[src/rtl/pb_port_hub.sv]
// pb_port_hub: PicoBlaze port decoder with registered strobes, pop acks and a masked interrupt controller
module pb_port_hub #(
  parameter int         NUM_IN        = 4,
  parameter int         NUM_OUT       = 4,
  parameter logic [7:0] IN_BASE       = 8'h00,
  parameter logic [7:0] OUT_BASE      = 8'h10,
  parameter logic [7:0] POP_MASK      = 8'b0000_0010,
  parameter logic [7:0] STATUS_ADDR   = 8'h20,
  parameter logic [7:0] IRQ_MASK_ADDR = 8'h21,
  parameter logic [7:0] IRQ_PEND_ADDR = 8'h22
) (
  input  logic                  clk,
  input  logic                  reset,
  input  logic [7:0]            port_id,
  input  logic                  read_strobe,
  input  logic                  write_strobe,
  input  logic [7:0]            out_port,
  output logic [7:0]            in_port,
  input  logic [NUM_IN*8-1:0]   in_data,
  output logic [NUM_IN-1:0]     in_ack,
  output logic [7:0]            out_data,
  output logic [NUM_OUT-1:0]    out_we,
  input  logic [NUM_IN-1:0]     irq_src,
  output logic                  interrupt,
  input  logic                  interrupt_ack
);
  typedef enum logic [1:0] {IDLE, ASSERT, HOLDOFF} st_t;
  st_t st_q, st_d;
  logic [7:0] in_port_q, in_port_d, out_data_q, out_data_d;
  logic [NUM_IN-1:0] ack_q, ack_d, mask_q, mask_d, pend_q, pend_d, src_q, clr;
  logic [NUM_OUT-1:0] we_q, we_d;
  logic rs_q, ws_q, is_stat, is_mask, is_pend, wr_e, irq_any;
  assign is_stat = port_id == STATUS_ADDR;
  assign is_mask = port_id == IRQ_MASK_ADDR;
  assign is_pend = port_id == IRQ_PEND_ADDR;
  assign wr_e    = write_strobe & ~ws_q;
  assign irq_any = |(pend_q & mask_q);
  // read mux with register addresses taking priority over input ports, plus first-cycle pop decode
  always_comb begin
    in_port_d = 8'h00;
    ack_d = '0;
    for (int p = 0; p < NUM_IN; p++) begin
      if (port_id == IN_BASE + 8'(p)) in_port_d = in_data[8*p +: 8];
      ack_d[p] = read_strobe & ~rs_q & POP_MASK[p] & ~(is_stat | is_mask | is_pend) & (port_id == IN_BASE + 8'(p));
    end
    in_port_d = is_stat ? 8'(irq_src) : is_mask ? 8'(mask_q) : is_pend ? 8'(pend_q) : in_port_d;
  end
  // write-edge decode; set beats clear on pending so a coincident edge is never lost
  always_comb begin
    we_d = '0;
    for (int p = 0; p < NUM_OUT; p++) we_d[p] = wr_e & (port_id == OUT_BASE + 8'(p));
    out_data_d = |we_d ? out_port : out_data_q;
    mask_d = wr_e & is_mask ? out_port[NUM_IN-1:0] : mask_q;
    clr = wr_e & is_pend ? out_port[NUM_IN-1:0] : '0;
    pend_d = (pend_q & ~clr) | (irq_src & ~src_q);
  end
  // interrupt FSM; request drops at once if the masked pending set empties
  always_comb begin
    st_d = st_q;
    interrupt = 1'b0;
    case (st_q)
      IDLE: st_d = irq_any ? ASSERT : IDLE;
      ASSERT: begin
        interrupt = irq_any;
        st_d = interrupt_ack ? HOLDOFF : irq_any ? ASSERT : IDLE;
      end
      default: st_d = IDLE;
    endcase
  end
  // state registers
  always_ff @(posedge clk or posedge reset) begin
    if (reset) begin
      st_q <= IDLE;
      in_port_q <= '0;
      out_data_q <= '0;
      ack_q <= '0;
      we_q <= '0;
      mask_q <= '0;
      pend_q <= '0;
      src_q <= '0;
      rs_q <= 1'b0;
      ws_q <= 1'b0;
    end else begin
      st_q <= st_d;
      in_port_q <= in_port_d;
      out_data_q <= out_data_d;
      ack_q <= ack_d;
      we_q <= we_d;
      mask_q <= mask_d;
      pend_q <= pend_d;
      src_q <= irq_src;
      rs_q <= read_strobe;
      ws_q <= write_strobe;
    end
  end
  assign in_port = in_port_q;
  assign in_ack = ack_q;
  assign out_data = out_data_q;
  assign out_we = we_q;
endmodule

[config.mk]
export PLATFORM = sky130hd
export DESIGN_NAME = pb_port_hub
export DESIGN_NICKNAME = d
export VERILOG_FILES = /design/src/rtl/pb_port_hub.sv
export SDC_FILE = /design/constraint.sdc
export NUM_CORES = 1
export LEC_CHECK = 0
export ABC_AREA = 1
export CAP_MARGIN = 0
export CORE_MARGIN = 1.5
export CORE_UTILIZATION = 50
export DETAILED_ROUTE_END_ITERATION = 12
export DONT_BUFFER_PORTS = 1
export PLACE_DENSITY = 0.69
export SYNTH_ARGS = -nofsm -noshare
export SYNTH_HDL_FRONTEND = slang
export SYNTH_SLANG_ARGS = --single-unit
[constraint.sdc]
create_clock -name clk -period 3.5 [get_ports clk]
set_clock_uncertainty 0.15 [all_clocks]
set_input_delay 0.525 -clock clk [delete_from_list [all_inputs] [get_ports clk]]
set_output_delay 0.525 -clock clk [all_outputs]
set_load 0.005 [all_outputs]
* Word level (Yosys, flattened, before mapping)
Index checks and enable logic that the tools add are counted.
** Cells by class
- Bitwise gates (word level) :: 21
- Multiplexer cells :: 12
- Reduce and logical (&&, ||, !) cells :: 4
- Equality and inequality tests :: 11
** Operators by type and width (count)
- $mux 8 :: 7
- $eq 8x5->1 const B :: 4
- $eq 8x6->1 const B :: 3
- $eq 8x2->1 const B :: 2
- $and 4x4->4 :: 3
- $and 1x1->1 :: 10
- $eq 8x1->1 const B :: 1
- $logic_not 8->1 :: 1
- $not 4->4 :: 2
- $reduce_or 4->1 :: 2
- $mux 4 :: 1
- $or 4x4->4 :: 1
- $pmux 2 s2 :: 1
- $not 1->1 :: 3
- $eq 2x1->1 const B :: 1
- $logic_not 2->1 :: 1
- $mux 1 :: 2
- $mux 2 :: 1
- $or 1x1->1 :: 2
** Word-level totals
- Register bits after elaboration :: 37
- Logic and storage cells :: 58

* Depth between registers and ports, before layout
- Depth after elaboration :: 8
- Mapped depth :: 9
- Depth with buffers taken out :: 8

* Worst setup path after synthesis
OpenSTA, ideal clock, no wires.
- Path kind :: input-to-reg
- From :: input write_strobe
- To :: register out_data_q[0], in the netlist out_data[0]
- Arrival :: 1372 ps
- Cell stages on the path :: 8
- Data required time :: 3232 ps
- Path buffers :: 2
- Setup slack :: 1861 ps
- Setup time :: 118 ps
- Cells stage by stage :: inv_1 > nor2_4 > nand4_2 > or2_1 > buf_6 > buf_12 > nand2_2 > o21ai_2
** On the way
- Word-level cells in the longest chain between the ends :: 3
- Elaborated cells on any way between the ends :: 6
** Ends and longest elaborated chain
- from (decl) :: line 16 : input logic write_strobe,
- $and 1x1->1 * :: line 36 : assign wr_e = write_strobe & ~ws_q;
- $and 1x1->1 :: line 51 : for (int p = 0; p < NUM_OUT; p++) we_d[p] = wr_e & (port_id == OUT_BASE + 8'(p));
- $reduce_or 4->1 * :: line 52 : out_data_d = |we_d ? out_port : out_data_q;
- to (signal assigned) :: line 86 : out_data_q <= out_data_d;
- to (decl) :: line 29 : logic [7:0] in_port_q, in_port_d, out_data_q, out_data_d;
Every way passes the cells marked *; elsewhere a longest branch is shown, timed or not.
A chain may end at the register's enable or synchronous reset.

* Worst setup path in the final report
- From :: register mask_q[0]
- To :: output interrupt
** On the way
- Word-level cells in the longest chain between the ends :: 3
** Ends and longest elaborated chain
- from (decl) :: line 30 : logic [NUM_IN-1:0] ack_q, ack_d, mask_q, mask_d, pend_q, pend_d, src_q, clr;
- from (signal assigned) :: line 89 : mask_q <= mask_d;
- $and 4x4->4 :: line 37 : assign irq_any = |(pend_q & mask_q);
- $reduce_or 4->1 :: line 37
- $mux 1 :: line 61 : case (st_q)
- to (decl) :: line 24 : output logic interrupt,
Every way passes these cells.

==> flow_summary_export.csv <==
group,metric,value,unit
detailed_routing,drt_iter0_drc,47,
synth,synthArstFlopShare,100,%
final_layout,final_core_util,55.4,%
worst_setup_path,slowest_stage,"dfrtp_1",
placed_design,place_area,1800,um2
floorplanning,die_w,62.9,um
global_routing,grt.overflow.total,0,
cts,clock_sinks,37,
sta,drv_slew,0,
final_layout,final_common_cell,"nand2_1",
synth,yosysTopAreaCellShare,51.6,%
sta,period_minus_slack,2030,ps
synth,yosysSeqAreaShare,51.6,%
synth,synth_area,1790,um2
cts,clk_pin_slew,120,ps
global_routing,grt_pass1_wl,5960,um
worst_hold_path,hold_path.class,"in2reg",
sta,hold_viol,0,
global_routing,antenna_found_initial,0,
pwr,cellPowerDensity,425,nW/um2
synth,syn_avg_cell_area,8.96,um2
detailed_routing,drt-total-wl,3660,um
synth,yosys.area.top_type,"dfrtp_1",
synth,synth-main-ff-cell,"dfrtp_1",
cts,cts_buffers,5,
final_layout,finalNetCount,260,
worst_setup_path,crit_path_end_kind,"output pin",
final_layout,final_cell_mix,"38 x nand2_1, 37 x dfrtp_1, 23 x inv_1",
worst_setup_path,critPathKind,"reg2out",
synth,ys_types,27,
pwr,ir_drop,0.258,mV
cts,h-tree-depth,2,
detailed_routing,first_pass_iters,4,
detailed_routing,viasPerCell,5.33,
global_routing,grt_max_degree,31,
cts,post-cts-setup-buffers,0,
sta,max-slew-margin-rel,28.3,%
sta,fmax,0.492,GHz
cts,cts_tree,"yes",
worst_setup_path,cp_data_arrival_time,1360,ps
cts,hold_buffers,0,
floorplanning,die-area,3950,um2
worst_setup_path,critical-path-max-stage-delay,420,ps
synth,synth_seq_cells,37,
sta,setup_viol,0,
detailed_routing,drcViolationCount,0,
cts,clockRootBuffer,"clkbuf_4",
cts,clk_latency,340,ps
synth,syn_inst,200,
final_layout,layout-drive-gt1-share,18.1,%
floorplanning,initial_core_util,52.9,%
worst_setup_path,critPathMaxFanout,3,
worst_setup_path,worst_setup_path_start_kind,"flop",
sta,rsz0062_at_grt,"no",
placed_design,port_buffers,0,
pwr,leakage,0.871,nW
worst_setup_path,cp_data_required_time,2820,ps
worst_setup_path,startpoint,"mask_q[0]",
final_layout,area_growth,4.81,%
run,cap_viol_max_count,0,
floorplanning,row_count,21,
global_routing,grt_pass1_vias,1259,
placed_design,place_congestion,0.826,
cts,cts.path.max_buffers,2,
sta,worstMarginPinSlew,1070,ps
sta,setup_tns,0,ps
placed_design,hpwl,2830,um
detailed_routing,routed-via-count,1333,
floorplanning,core_area,3390,um2
synth,yosys_warnings,0,
detailed_routing,routedWlPerCell,14.6,um
status,outcome,"complete, no violations",
floorplanning,die_h,62.9,um
sta,period_share,58.1,%
synth,synth-edff-count,0,
floorplanning,ioPinCount,82,
worst_hold_path,min_from,"write_strobe",
worst_setup_path,worstPathCellList,"nand2_1 > nand2_1 > a221oi_1 > nor3b_1",
worst_setup_path,r2r_start,"ws_q",
final_layout,design_area,1880,um2
synth,yosys-top-cells-area,"dfrtp_1 52%, nand2_1 8.0%, inv_1 4.8%",
final_layout,diodes,0,
cts,cts-resized-gates,0,
global_routing,track_usage,19.2,%
worst_setup_path,cpMostUsedCell,"nand2_1",
detailed_routing,postRouteAntennaNets,0,
pwr,total_power,799,uW
-- critical path: cells and delay by family (launching register included) --
kind               cells  cell delay, ps
DFF                    1             420
and+or+nand+nor        3             260
AOI/OAI and AO/OA      1             330
-- metal layers --
metal	global-route usage [%]	vias up	wire, um	share of wire [%]
met1	24.9	622	1520	41
met4	5.00	0	15	0.41
met3	7.03	4	276	7.5
met2	30.3	60	1850	51
li1	-	647	-	-
met5	0	-	0	0
-- flip-flops by register name, indices dropped and copies added, names as in the netlist --
signal / count
out_data: 8
in_ack: 1
src_q: 4
st_q: 2
mask_q: 4
out_we: 4
rs_q: 1
ws_q: 1
pend_q: 4
in_port: 8
-- metrics by stage --
step / cells / setup WS, ps / hold WS (ps)
detailed placement: 242 / 1630 / 249
global route: 250 / 1300 / 7.44
floorplan: 202 / 1860 / 232
CTS: 250 / 1440 / 28.3
global placement: 242 / 1710 / 244
finish: 250 / 1470 / 46.4
-- final timing paths --
path | slack (ps) | depth (start not counted) | end
max | 1470 | 4 | interrupt
min | 50 | 0 | ws_q
max reg2reg | 1780 | 5 | out_data[6]
min reg2reg | 270 | 1 | in_ack[1]
max in group asynchronous | 2310 | 2 | out_data[7]
min in group asynchronous | 180 | 1 | rs_q
-- layout make-up --
cell class,count,area [um2]
fill,311,1510
inverter,26,97.6
clock buffer,5,37.5
sequential,37,926
timing repair buffer,1,7.51
multi-input combinational,132,707
tap,46,57.6
clock inverter,3,46.3
-- cells by family after synthesis --
group	Yosys count	share of synthesized area [%]
buffers and inverters	33	9.35
AND/OR/NAND/NOR	100	28.0
other	1	0.209
AO/OA/AOI/OAI	29	10.8
flip-flops	37	51.6
-- cell usage after synthesis (2+ instances only) --
cell,n
nor3b_1,3
buf_4,3
inv_1,23
nor2_1,20
nand2_2,6
buf_6,2
dfrtp_1,37
nand2_1,38
nand4_1,4
nor2_2,3
o21ai_0,9
o21ai_1,3
o21ai_2,8
nand3_2,2
a31oi_1,4
inv_2,3
o211ai_1,4
nor2_4,4
nand3_1,16
-- power breakdown --
group	internal, mW	total (mW)	switching, mW
Combinational	0.0155	0.0490	0.0336
Clock	0.151	0.298	0.146
Sequential	0.442	0.452	0.00996
Total	0.609	0.799	0.190
Power figures use the tool's default switching activity.
